**config.mk**
```make
export PLATFORM = sky130hd
export DESIGN_NAME = register_op_sequencer
export DESIGN_NICKNAME = d
export VERILOG_FILES = /design/src/rtl/register_op_sequencer.sv
export SDC_FILE = /design/constraint.sdc
export NUM_CORES = 1
export LEC_CHECK = 0
export BUFFER_PORTS_ARGS = -buffer_cell sky130_fd_sc_hd__buf_4
export CAP_MARGIN = 20
export CORE_UTILIZATION = 52
export DETAILED_ROUTE_END_ITERATION = 10
export HOLD_SLACK_MARGIN = 0.06
export MAX_ROUTING_LAYER = met4
export PLACE_DENSITY = 0.95
export SYNTH_ARGS = -nofsm -noshare
export SYNTH_HDL_FRONTEND = slang
export SYNTH_SLANG_ARGS = --single-unit
```
**constraint.sdc**
```tcl
create_clock -name i_clk -period 4 [get_ports i_clk]
set_input_delay 0.6 -clock i_clk [delete_from_list [all_inputs] [get_ports i_clk]]
set_output_delay 0.6 -clock i_clk [all_outputs]
set_load 0.01 [all_outputs]
```
**src/rtl/register_op_sequencer.sv**
```systemverilog
// -----------------------------------------------------------------------------
// register_op_sequencer
//   Command-driven control stage that sits directly upstream of a 32-bit
//   register (I / E / FunSel interface). One command is accepted per
//   valid/ready handshake and expanded into one register enable per clock:
//     DEC   : N decrement steps
//     INC   : N increment steps
//     LOAD  : a single load of the command data
//     LDDEC : a load followed by N decrement steps
//   Outputs are Moore-decoded from the state and the latched command.
//
// Ports
//   i_clk          system clock, rising edge
//   i_rst_n        asynchronous active-low reset
//   i_cmd_valid    command present on i_cmd_op / i_cmd_count / i_cmd_data
//   o_cmd_ready    command can be accepted (IDLE only)
//   i_cmd_op       00=DEC, 01=INC, 10=LOAD, 11=LDDEC
//   i_cmd_count    number of INC/DEC steps (ignored for LOAD)
//   i_cmd_data     load value for LOAD / LDDEC
//   i_abort        synchronous cancel of the active command
//   o_reg_i        register data input
//   o_reg_e        register enable
//   o_reg_funsel   register function: 000 dec, 001 inc, 010 load
//   o_busy         high while a command is in LOAD/STEP/DONE
//   o_done         one-cycle pulse on normal completion
//   o_steps_left   remaining INC/DEC steps
// -----------------------------------------------------------------------------
module register_op_sequencer #(
  parameter int WIDTH = 32,
  parameter int CNT_W = 8
) (
  input  logic             i_clk,
  input  logic             i_rst_n,
  input  logic             i_cmd_valid,
  output logic             o_cmd_ready,
  input  logic [1:0]       i_cmd_op,
  input  logic [CNT_W-1:0] i_cmd_count,
  input  logic [WIDTH-1:0] i_cmd_data,
  input  logic             i_abort,
  output logic [WIDTH-1:0] o_reg_i,
  output logic             o_reg_e,
  output logic [2:0]       o_reg_funsel,
  output logic             o_busy,
  output logic             o_done,
  output logic [CNT_W-1:0] o_steps_left
);

  localparam logic [1:0] S_IDLE = 2'd0;
  localparam logic [1:0] S_LOAD = 2'd1;
  localparam logic [1:0] S_STEP = 2'd2;
  localparam logic [1:0] S_DONE = 2'd3;

  localparam logic [1:0] OP_DEC   = 2'b00;
  localparam logic [1:0] OP_INC   = 2'b01;
  localparam logic [1:0] OP_LOAD  = 2'b10;
  localparam logic [1:0] OP_LDDEC = 2'b11;

  localparam logic [2:0] FS_DEC  = 3'b000;
  localparam logic [2:0] FS_INC  = 3'b001;
  localparam logic [2:0] FS_LOAD = 3'b010;

  logic [1:0]       r_state;
  logic [1:0]       r_op;
  logic [CNT_W-1:0] r_count;
  logic [WIDTH-1:0] r_data;
  logic [CNT_W-1:0] r_steps;

  logic w_accept;
  logic w_steps_last;

  // Abort in IDLE takes priority over a simultaneous command.
  assign w_accept     = (r_state == S_IDLE) && i_cmd_valid && !i_abort;
  assign w_steps_last = (r_steps == CNT_W'(1));

  always_ff @(posedge i_clk or negedge i_rst_n) begin
    if (!i_rst_n) begin
      r_state <= S_IDLE;
      r_op    <= OP_DEC;
      r_count <= '0;
      r_data  <= '0;
      r_steps <= '0;
    end else begin
      case (r_state)
        S_IDLE: begin
          if (w_accept) begin
            r_op    <= i_cmd_op;
            r_count <= i_cmd_count;
            r_data  <= i_cmd_data;
            // A plain LOAD carries no steps, so its count field is not exposed.
            r_steps <= (i_cmd_op == OP_LOAD) ? '0 : i_cmd_count;
            if (i_cmd_op[1])
              r_state <= S_LOAD;
            else if (i_cmd_count == '0)
              r_state <= S_DONE;
            else
              r_state <= S_STEP;
          end
        end
        S_LOAD: begin
          if (i_abort) begin
            r_state <= S_IDLE;
            r_steps <= '0;
          end else if ((r_op == OP_LOAD) || (r_count == '0)) begin
            r_state <= S_DONE;
          end else begin
            r_state <= S_STEP;
          end
        end
        S_STEP: begin
          if (i_abort) begin
            r_state <= S_IDLE;
            r_steps <= '0;
          end else begin
            // Leaving on the last step keeps the counter from ever wrapping.
            r_steps <= r_steps - CNT_W'(1);
            if (w_steps_last)
              r_state <= S_DONE;
          end
        end
        default: begin
          r_state <= S_IDLE;
          r_steps <= '0;
        end
      endcase
    end
  end

  // Moore output decode
  assign o_cmd_ready  = (r_state == S_IDLE);
  assign o_busy       = (r_state != S_IDLE);
  assign o_done       = (r_state == S_DONE);
  assign o_reg_e      = (r_state == S_LOAD) || (r_state == S_STEP);
  assign o_reg_i      = r_data;
  assign o_steps_left = r_steps;

  always_comb begin
    o_reg_funsel = FS_DEC;
    if (r_state == S_LOAD)
      o_reg_funsel = FS_LOAD;
    else if ((r_state == S_STEP) && (r_op == OP_INC))
      o_reg_funsel = FS_INC;
  end

endmodule

```
Word-level counts from Yosys, hierarchy flattened
Cells that the tools add are included.
{"block": "word_totals", "regBits": 52, "inputBits": 46, "elab_cells": 44}
{"block": "classes", "n_addsub": 1, "eq_ne": 10, "n_mux": 15, "reduce_logical": 13}
{"operator": "8-bit two-way mux", "n": 4}
{"operator": "8-bit one-hot mux with 3 select lines", "n": 1}
{"operator": "8-bit logical NOT", "n": 2}
{"operator": "2-bit two-way mux", "n": 6}
{"operator": "2-bit == test, second input constant", "n": 4}
{"operator": "8-bit by 1-bit == test with 1-bit output, second input constant", "n": 1}
{"operator": "8-bit by 1-bit subtractor with 8-bit output, second input constant", "n": 1}
{"operator": "2-bit one-hot mux with 3 select lines", "n": 1}
{"operator": "2-bit AND reduction", "n": 3}
{"operator": "2-bit by 1-bit == test with 1-bit output, second input constant", "n": 2}
{"operator": "1-bit logical AND", "n": 3}
{"operator": "1-bit two-way mux", "n": 3}
{"operator": "3-bit != test, second input constant", "n": 1}
{"operator": "2-bit logical NOT", "n": 1}
{"operator": "1-bit logical OR", "n": 2}
{"operator": "2-bit by 1-bit != test with 1-bit output, second input constant", "n": 1}
{"operator": "2-bit != test, second input constant", "n": 1}
{"operator": "2-bit nonzero test", "n": 1}
{"operator": "1-bit logical NOT", "n": 1}

Logic depth before layout (Yosys ltp)
Gate-level depths: netlist (run 1).
{"block": "depth", "depth_word": 5, "ltp_mapped": 6}

Worst setup path before layout (run 1)
No wires, ideal clock.
{"block": "synth_timing", "kind": "register to output", "start": "register r_state[1]", "end": "output o_reg_funsel[0]", "arrival_ps": 1153, "required_ps": 3400, "slack_ps": 2247, "path_stages_with_launch": 4, "path_cell_list": "dfrtp_1 -> inv_1 -> ha_1 -> nor4bb_1"}
{"block": "synth_between", "elab_chain_cells": 4, "word_cells_on_any_way": 5, "classes_between": "eq/ne: 2; mux: 2; reduce/logical: 1"}
{"element": "start: declaration", "line": "62", "source": "logic [1:0] r_state;"}
{"element": "start signal: assignment", "line": "77", "source": "r_state <= S_IDLE;"}
{"element": "start signal: assignment", "line": "92", "source": "r_state <= S_LOAD;"}
{"element": "start signal: assignment", "line": "94", "source": "r_state <= S_DONE;"}
{"element": "2-bit == test", "line": "140", "source": "else if ((r_state == S_STEP) && (r_op == OP_INC))"}
{"element": "1-bit logical AND", "line": "140"}
{"element": "1-bit two-way mux", "line": "140"}
{"element": "2-bit two-way mux *", "line": "138", "source": "if (r_state == S_LOAD)"}
{"element": "end: declaration", "line": "42", "source": "output logic [2:0] o_reg_funsel,"}
Every way passes the cells marked *; elsewhere a longest branch is shown, timed or not.

Worst setup path in the final report (run 1)
{"block": "layout_timing", "start": "register r_state[1]", "end": "register r_steps[7], in the netlist o_steps_left[7]"}
{"block": "layout_between", "elab_chain_cells": 5, "word_cells_on_any_way": 9, "classes_between": "eq/ne: 4; mux: 1; reduce/logical: 4"}
{"element": "2-bit logical NOT", "line": "72, 83"}
{"element": "1-bit logical AND (2 in a row)", "line": "72", "source": "assign w_accept = (r_state == S_IDLE) && i_cmd_valid && !i_abort;"}
{"element": "2-bit by 1-bit != test with 1-bit output (no line)"}
{"element": "2-bit AND reduction (no line)"}
{"element": "end signal: assignment", "line": "90", "source": "r_steps <= (i_cmd_op == OP_LOAD) ? '0 : i_cmd_count;"}
{"element": "end signal: assignment", "line": "115", "source": "r_steps <= r_steps - CNT_W'(1);"}
{"element": "end: declaration", "line": "66", "source": "logic [CNT_W-1:0] r_steps;"}
Parallel ways exist; a longest one is shown, timed or not.
A chain may end at the register's enable or synchronous reset.

==> metrics.txt, run 1 <==
status completed; root buffer cell clkbuf_8; count leader, synth dfrtp_1; simple-gate area share of the yosys netlist 8.34%; CP max stage cell nand3b_1; Slew headroom 29.6%; Synth async-reset ratio 100%; Crit path largest cell delay 0.74 ns; DRC 0; fin. max-slew vios 0; routed vias/inst 5.56; die height 69.1 um; Synth cell types 34; CTS Buf Count 5; post-synthesis xor/xnor area fraction 1.12%; Power Density 784 mW/mm2; final setup violation count 0; H-Tree Depth 2; routed wire length per instance 16.0 um; CTS tree built; Syn Area/Cell 12.8 um2; deepest clock path buffer count 2; DP HPWL 3.91 mm; register bit count reported by yosys 52; Mapped Area 0.00234 mm2; CP Capture Type flop; layout cells sized above 1 51.4%; core area 0.00435 mm2; Antenna Violating Nets Remaining 0; Global Route Usage Sum 24.3%; worst skew pair latency 0.30 ns; drt first pass iters 4; grt ovf 0; final estimated routing congestion in global placement 0.852; minimum clock period 2.48 ns; Mapped Cells 183; Synth Area in Compound Gates 9.52%; share of the synthesized area in the top cell type 55.6%; largest net degree at the start of global routing 53; vias in the first global route 1,875; Synth Flop Type dfrtp_1; cell taking the most area after synthesis dfrtp_1; Worst Hold Class in -> async; Fin. Hold Viols 0; Fmax 404 MHz; crit share post-route 61.9%; worst-path fanout max 21; setup TNS 0 ns; top-level port count 93; Crit path required time 4.21 ns; initial antenna violation count 0; total power 2490 uW; post-synthesis adder-cell area fraction 3.21%; final wirelength 5.29 mm; path depth of the worst reg2reg path 6; num rows 24; Initial Util 53.7%; syn nets 235; DR vias 1,835; most frequent cell on the critical path nor2_1; worst reg2reg path startpoint r_state[1]; Fin Clk Skew 0.00924 ns; Synth area leaders dfrtp_1, mux2_2, ha_1; synth warn 0; Worst-path clk slew 0.09 ns; Final nets 329; RSZ-0062 raised after global routing no; first-pass GRT wire length 8.78 mm; Startpoint Class flop; ANT cells 0; die area 0.00477 mm2; largest family of logic cells by synthesized area multiplexers; post-CTS setup buffers 0; sequential fraction of the synthesis area 55.6%; Iteration-0 DRC Markers 144; sinks on the clock net 52; crit-path cells inv_1 -> ha_1 -> nand3b_1 -> nor2_1 -> nor2_1 -> o31ai_1; MaxCap Viol Count 0; Worst EP arrival 2.69 ns; CP top delay family simple AND/OR/NAND/NOR gates; proportion of synthesized area in mux cells 19.7%; hold buffers post-CTS 0; CP Class reg -> reg; die width 69.1 um; Max IR drop VDD 0.453 mV; most frequent cells after synthesis dfrtp_1, mux2_2, o21ai_0; Post-CTS Resized 0; EDFF count, synth 0; Crit path depth 6; WP buf/inv 1; setup slack, reg-to-reg 1.52 ns; Port Buffers 91; r2r endpoint o_steps_left[7]; Layout area overhead 35.8%; worst slew pin tran 1.05 ns; Pleak 0.00153 uW
final cells by class:
type | count | area [um2]
Tap cell | 52 | 65.1
Multi-Input combinational cell | 119 | 985
Fill cell | 293 | 1180
Timing Repair Buffer | 92 | 703
Clock buffer | 6 | 82.6
Clock inverter | 2 | 13.8
Inverter | 7 | 26.3
Sequential cell | 52 | 1300
per-stage QoR:
stage / setup slack, ns / cells / utilization, % / hold slack [ns] / area, um2
final: 1.52 / 330 / 73.0 / 0.303 / 3180
after global routing: 1.25 / 330 / 73.0 / 0.350 / 3180
after CTS: 1.49 / 330 / 73.0 / 0.325 / 3180
after detailed placement: 1.51 / 322 / 70.7 / 0.494 / 3080
after global placement: 1.59 / 322 / 70.7 / 0.481 / 3080
after floorplan: 2.25 / 183 / - / 0.304 / 2340
worst register-to-register path, cell delays in order, from the launching register on:
cell and delay (ns):
dfrtp_1 0.42, inv_1 0.09, ha_1 0.27, nand3b_1 0.75, nor2_1 0.44, nor2_1 0.17
o31ai_1 0.25
per-layer routing:
layer  wire length, um  track usage [%]  vias to the layer above
li1                  -                -                      845
met1              2150             30.4                      890
met2              2640             37.8                       83
met3               327             5.70                       17
met4               165             11.1                        0
met5                 0                -                        -
how the worst max path moves through the flow:
| stage | start | endpoint | slack (ns) |
|---|---|---|---|
| after floorplan | r_state[1] | o_reg_funsel[0] | 2.25 |
| after global placement | i_abort | o_steps_left[7] | 1.59 |
| after detailed placement | r_state[1] | o_steps_left[7] | 1.51 |
| after CTS | r_state[1] | o_steps_left[7] | 1.49 |
| after global routing | r_state[1] | o_steps_left[4] | 1.25 |
| final | r_state[1] | o_steps_left[7] | 1.52 |
power breakdown:
part	switching [uW]	internal, uW
Clock	168	142
Sequential	186	785
Combinational	552	659
cells by family after synthesis:
| kind of cell | count (synthesis) |
|---|---|
| other | 1 |
| XOR/XNOR | 3 |
| flip-flops | 52 |
| AO/OA/AOI/OAI | 34 |
| AND/OR/NAND/NOR | 34 |
| multiplexers | 41 |
| adder cells (fa/ha/maj) | 6 |
| buffers and inverters | 12 |
state kept, by name (all words and copies together), names as in the netlist:
register      count
r_op              2
r_count           8
o_steps_left      8
o_reg_i          32
r_state           2
cell usage in the layout, fill, tap and decap left out, drive strengths merged, types with 2 or more instances in the layout:
cell type and instances:
a22oi 3, dfrtp 52, nor2 7, nand2 7
mux2 41, nor4 5, clkbuf 6, o21ai 12
nand2b 4, buf 92, nand3b 2, a21oi 7
nor2b 2, inv 8, ha 6, xor2 3
nor3 3, a32oi 2
(Power assumes the default switching activity.)
==> run 2, diff against run 1 <==
--- a/config.mk
+++ b/config.mk
@@ -7,11 +7,11 @@
 export LEC_CHECK = 0
 export BUFFER_PORTS_ARGS = -buffer_cell sky130_fd_sc_hd__buf_4
 export CAP_MARGIN = 20
-export CORE_UTILIZATION = 52
+export CORE_UTILIZATION = 48
 export DETAILED_ROUTE_END_ITERATION = 10
 export HOLD_SLACK_MARGIN = 0.06
 export MAX_ROUTING_LAYER = met4
-export PLACE_DENSITY = 0.95
+export PLACE_DENSITY = 0.91
 export SYNTH_ARGS = -nofsm -noshare
 export SYNTH_HDL_FRONTEND = slang
 export SYNTH_SLANG_ARGS = --single-unit
==> constraint.sdc (replaced) <==
create_clock -name i_clk -period 2.35 [get_ports i_clk]
set_input_delay 0.3525 -clock i_clk [delete_from_list [all_inputs] [get_ports i_clk]]
set_output_delay 0.3525 -clock i_clk [all_outputs]
set_load 0.01 [all_outputs]
==> metrics.txt, run 2 (synthesis gave the netlist of run 1 again) <==
CTS Buf Count 5 (unchanged); CTS tree built; top-level port count 93 (unchanged); Fin Clk Skew 0.0112 ns (+0.00192 ns); most frequent cell on the critical path inv_1; RSZ-0062 raised after global routing no; CP Capture Type flop; Fmax 519 MHz (+29%); sinks on the clock net 52 (unchanged); Layout area overhead 37.0%; Max IR drop VDD 0.810 mV (+79%); Crit path required time 2.57 ns (-1.64 ns); max reg flops 32 (unchanged); Worst-path clk slew 0.09 ns (about the same); Worst EP arrival 2.14 ns (-0.55 ns); Post-Layout Cell Count 333 (+0.91%); commonest cells after routing, fill and taps aside buf_4, dfrtp_1, mux2_2; Slew headroom 55.8% (+26 points); DRC 0 (unchanged); Crit path depth 6 (unchanged); Startpoint Class flop; Worst Hold Class in -> async; worst reg2reg path startpoint r_state[1]; r2r endpoint o_steps_left[3]; crit path to o_steps_left[3]; status completed; worst skew pair latency 0.30 ns (about the same); setup TNS 0 ns (unchanged); MaxCap Viol Count 0 (unchanged); drt first pass iters 4 (unchanged); Crit path largest cell delay 0.54 ns (-0.20 ns); total power 4340 uW (+74%); die height 71.8 um (+4.0%); setup slack, reg-to-reg 0.42 ns (-1.10 ns); path depth of the worst reg2reg path 6 (unchanged); Critical Path Start r_state[1]; hold buffers post-CTS 0 (unchanged); CP Class reg -> reg; final estimated routing congestion in global placement 0.853 (+0.12%); layout cells sized above 1 51.6% (+0.17 points); routed wire length per instance 15.0 um (-6.4%); DP Area 0.00308 mm2 (about the same); Final nets 330 (+0.30%); grt ovf 0 (unchanged); num rows 25 (+4.2%); final instance area 0.00320 mm2 (+0.87%); post-CTS setup buffers 0 (unchanged); vias in the first global route 1,893 (+0.96%); routed vias/inst 5.44 (-2.1%); DR vias 1,812 (-1.3%); Antenna Violating Nets Remaining 0 (unchanged); H-Tree Depth 2 (unchanged); CP top delay family compound AO/OA/AOI/OAI gates; root buffer cell clkbuf_8; worst slew pin tran 0.663 ns (-0.391 ns); largest net degree at the start of global routing 53 (unchanged); core area 0.00469 mm2 (+7.8%); Initial Util 49.9% (-3.9 points); crit-path cells inv_1 -> ha_1 -> inv_1 -> a21oi_1 -> a22oi_1 -> o21ai_0; die area 0.00516 mm2 (+8.1%); Power Density 1350 mW/mm2 (+73%); Global Route Usage Sum 21.5% (-2.8 points); WP buf/inv 2 (+1); ANT cells 0 (unchanged); Iteration-0 DRC Markers 107 (-26%); Port Buffers 91 (unchanged); final setup violation count 0 (unchanged); commonest non-fill, non-tap cell in the layout buf_4; crit share post-route 81.9% (+20 points); fin. max-slew vios 0 (unchanged); DP HPWL 3.80 mm (-2.7%); initial antenna violation count 0 (unchanged); deepest clock path buffer count 2 (unchanged); Post-CTS Resized 0 (unchanged); die width 71.8 um (+4.0%); first-pass GRT wire length 8.41 mm (-4.2%); minimum clock period 1.93 ns (-0.552 ns); placed cells 325 (+0.93%); Fin. Hold Viols 0 (unchanged); CP max stage cell a21oi_1; worst-path fanout max 8 (-62%); Pleak 0.00154 uW (+0.73%); final wirelength 4.99 mm (-5.6%)
## run 2: cell types whose count changed in the layout (fill, tap and decap cells not counted), sizes merged
cell | before | now
clkinv | 1 | 0
inv | 8 | 7
clkbuf | 6 | 7
bufinv | 0 | 1
buf | 92 | 93
## run 2: per-stage QoR
step	utilization (%)	setup WS, ns	hold WS, ns
after floorplan	-	0.701	0.0569
after global placement	65.6	0.613	0.418
after detailed placement	65.6	0.512	0.423
after CTS	68.3	0.434	0.0891
after global routing	68.3	0.202	0.119
final	68.3	0.424	0.0755
## run 2: final cells by class
cell class / instances / area, um2
clock buffer: 7 / 96.3
clock inverter: 1 / 30.0
fill: 344 / 1490
inverter: 7 / 26.3
multi-input combinational: 119 / 985
sequential: 52 / 1300
tap: 54 / 67.6
timing repair buffer: 93 / 698
## run 2: routing by layer
metal  vias up  share of wire [%]  track usage [%]
met1       879                 42             26.1
met5         -                  0                -
met2        78                 51             35.7
met3         8                6.5             5.34
met4         0                1.4             6.54
li1        847                  -                -
## run 2: where the power goes
part	total (uW)	internal (uW)	switching (uW)	leakage (uW)
combinational	2040	1120	928	0.000841
sequential	1640	1340	305	0.000632
clock	651	376	276	0.0000645
## run 2: worst min-delay path by stage
| stage | slack, ns | to | depth (start not counted) | startpoint |
|---|---|---|---|---|
| 5_1_grt | 0.12 | o_steps_left[6] | 1 | i_rst_n |
| 4_1_cts | 0.09 | o_steps_left[6] | 1 | i_rst_n |
| 2_1_floorplan | 0.06 | o_reg_i[0] | 0 | i_rst_n |
| 6_report | 0.08 | o_steps_left[6] | 1 | i_rst_n |
| 3_5_place_dp | 0.42 | o_steps_left[6] | 1 | i_rst_n |
| 3_3_place_gp | 0.42 | o_reg_i[17] | 1 | i_rst_n |
## run 2: worst register-to-register path: cells and delay by family (launching register included)
family | cells | cell delay (ns)
adders and majority gates | 1 | 0.28
DFF | 1 | 0.42
AOI/OAI and AO/OA | 3 | 0.90
buffers and inverters | 2 | 0.23
==> run 3, diff against run 2 <==
--- a/config.mk
+++ b/config.mk
@@ -5,13 +5,14 @@
 export SDC_FILE = /design/constraint.sdc
 export NUM_CORES = 1
 export LEC_CHECK = 0
+export ABC_AREA = 1
 export BUFFER_PORTS_ARGS = -buffer_cell sky130_fd_sc_hd__buf_4
 export CAP_MARGIN = 20
-export CORE_UTILIZATION = 48
+export CORE_UTILIZATION = 49
 export DETAILED_ROUTE_END_ITERATION = 10
 export HOLD_SLACK_MARGIN = 0.06
 export MAX_ROUTING_LAYER = met4
-export PLACE_DENSITY = 0.91
+export PLACE_DENSITY = 0.92
 export SYNTH_ARGS = -nofsm -noshare
 export SYNTH_HDL_FRONTEND = slang
 export SYNTH_SLANG_ARGS = --single-unit
==> constraint.sdc (replaced) <==
create_clock -name i_clk -period 1.97 [get_ports i_clk]
set_input_delay 0.2955 -clock i_clk [delete_from_list [all_inputs] [get_ports i_clk]]
set_output_delay 0.2955 -clock i_clk [all_outputs]
set_load 0.01 [all_outputs]
==> metrics.txt, run 3 <==
status completed; DR vias 1,967 (+8.6%); top-level port count 93 (unchanged); Synth async-reset ratio 100% (unchanged); path depth of the worst reg2reg path 9 (+3); Antenna Violating Nets Remaining 0 (unchanged); max reg flops 32 (unchanged); deepest clock path buffer count 2 (unchanged); Worst Hold Class in -> reg; share of the synthesized area in the top cell type 53.7% (-2.0 points); crit path to o_busy; final estimated routing congestion in global placement 0.909 (+6.6%); die area 0.00523 mm2 (+1.5%); commonest non-fill, non-tap cell in the layout buf_4; ANT cells 0 (unchanged); crit share post-route 87.0%; CP Class reg -> out; Initial Util 51.0% (+1.1 points); Worst-path clk slew 0.09 ns (about the same); cell taking the most area after synthesis dfrtp_1; Port Buffers 91 (unchanged); final setup violation count 0 (unchanged); Iteration-0 DRC Markers 73 (-32%); first-pass GRT wire length 8.29 mm (-1.4%); worst-path fanout max 7 (-1); vias in the first global route 1,871 (-1.2%); Mapped Cells 239 (+31%); DRC 0 (unchanged); Worst EP arrival 1.42 ns (-0.72 ns); grt ovf 0 (unchanged); DP Area 0.00317 mm2 (+2.9%); Max IR drop VDD 0.755 mV (-6.7%); final instance area 0.00329 mm2 (+2.6%); Mapped Area 0.00242 mm2 (+3.6%); layout cells sized above 1 40.6% (-11 points); Fin. Hold Viols 0 (unchanged); CP Capture Type output pin; commonest cells after routing, fill and taps aside buf_4, nand2_1, dfrtp_1; H-Tree Depth 2 (unchanged); die width 72.3 um (+0.74%); crit-path cells inv_1 -> ha_1 -> inv_1 -> buf_4; most frequent cell on the critical path inv_1; fin. max-slew vios 0 (unchanged); CTS Buf Count 5 (unchanged); initial antenna violation count 0 (unchanged); final wirelength 5.18 mm (+3.8%); storage element area 0.00130 mm2 (unchanged); largest net degree at the start of global routing 53 (unchanged); synth warn 0 (unchanged); post-CTS setup buffers 0 (unchanged); Synth Flop Type dfrtp_1; RSZ-0062 raised after global routing no; sinks on the clock net 52 (unchanged); Startpoint Class flop; die height 72.3 um (+0.74%); DP HPWL 3.97 mm (+4.5%); Synth cell types 20 (-41%); EDFF count, synth 0 (unchanged); hold slack 0.205 ns (+0.129 ns); Global Route Usage Sum 21.4% (-0.16 points); root buffer cell clkbuf_8; num rows 25 (unchanged); register bit count reported by yosys 52 (unchanged); Layout area overhead 35.6%; hold buffers post-CTS 1 (+1); MaxCap Viol Count 0 (unchanged); core area 0.00475 mm2 (+1.3%); routed vias/inst 4.89 (-10%); worst reg2reg path startpoint r_state[0]; Crit path required time 1.67 ns (-0.90 ns); worst skew pair latency 0.30 ns (about the same); worst slew pin tran 0.633 ns (-0.0295 ns); CTS tree built; Fmax 583 MHz; Post-CTS Resized 0 (unchanged); setup TNS 0 ns (unchanged); sequential fraction of the synthesis area 53.7% (-2.0 points); Fin Clk Skew 0.00369 ns (-0.00747 ns); area taken by multi-input logic gates 962 um2 (-2.3%); count leader, synth nand2_1; most frequent cells after synthesis nand2_1, dfrtp_1, mux2_2, inv_1, o21ai_0; syn nets 291 (+24%); setup slack, reg-to-reg 0.26 ns (-0.17 ns); drt first pass iters 4 (unchanged); r2r endpoint r_state[1]; Power Density 1520 mW/mm2 (+12%); Slew headroom 57.8% (+2.0 points); Pleak 0.00170 uW (+11%); Crit path largest cell delay 0.42 ns (-0.12 ns); total power 4990 uW (+15%); routed wire length per instance 12.9 um (-14%); minimum clock period 1.71 ns; Final nets 386 (+17%); CP max stage cell dfrtp_1; Syn Area/Cell 10.1 um2 (-21%); Synth area leaders dfrtp_1, mux2_2, nand2_1; Critical Path Start r_state[0]; fillcell total 407 (+18%)
[run 3: worst min path at each step]
stage	from	end	slack, ns	cells past startpoint
finish	i_cmd_data[27]	o_reg_i[27]	0.20	2
global route	i_cmd_data[11]	o_reg_i[11]	0.21	2
CTS	i_cmd_data[27]	o_reg_i[27]	0.20	2
detailed placement	i_rst_n	o_reg_i[22]	0.37	1
global placement	i_rst_n	o_reg_i[24]	0.36	1
floorplan	i_rst_n	o_reg_i[0]	-0.00009	0
[run 3: cells by family (layout without fill, tap and decap cells)]
family / Yosys count / in the layout / synth area share, %
flops: 52 / 52 / 53.7
mux: 34 / 34 / 16.1
simple gates: 84 / 84 / 14.2
compound gates: 28 / 28 / 6.14
buf+inv: 34 / 130 / 6.66
fa+ha+maj: 6 / 6 / 3.10
other cells: 1 / 1 / 0.155
[run 3: layout make-up]
cell class,instances,share of cell area [%]
Timing Repair Buffer,95,22.1
Clock inverter,2,1.18
Clock buffer,6,2.21
Inverter,27,3.08
Tap cell,67,2.55
Sequential cell,52,39.6
Multi-Input combinational cell,153,29.3
[run 3: stage by stage]
| stage | utilization [%] | setup slack [ns] | std cells |
|---|---|---|---|
| after CTS | 69.2 | 0.242 | 402 |
| after floorplan | - | 0.388 | 239 |
| after detailed placement | 66.6 | 0.275 | 393 |
| after global placement | 66.6 | 0.375 | 393 |
| final | 69.2 | 0.255 | 402 |
| after global routing | 69.2 | 0.0821 | 402 |
[run 3: where the power goes]
group	internal, uW	switching, uW	total, uW	leakage [uW]
Combinational	1220	1140	2360	0.00102
Sequential	1580	314	1900	0.000632
Clock	384	344	728	0.0000558
Total	3190	1800	4990	0.00170
[run 3: critical path, delay by kind of cell, from the launching register on]
| family | cells | cell delay (ns) |
|---|---|---|
| adder cells (fa/ha/maj) | 1 | 0.35 |
| flip-flops | 1 | 0.42 |
| buffers and inverters | 3 | 0.36 |
[run 3: per-layer routing]
metal  track usage, %  up-vias  share of wire, %
li1                 -      958                 -
met1             24.3      947                40
met2             38.1       58                54
met3             4.44        4               5.2
met4             5.88        0              0.81
met5                -        -                 0
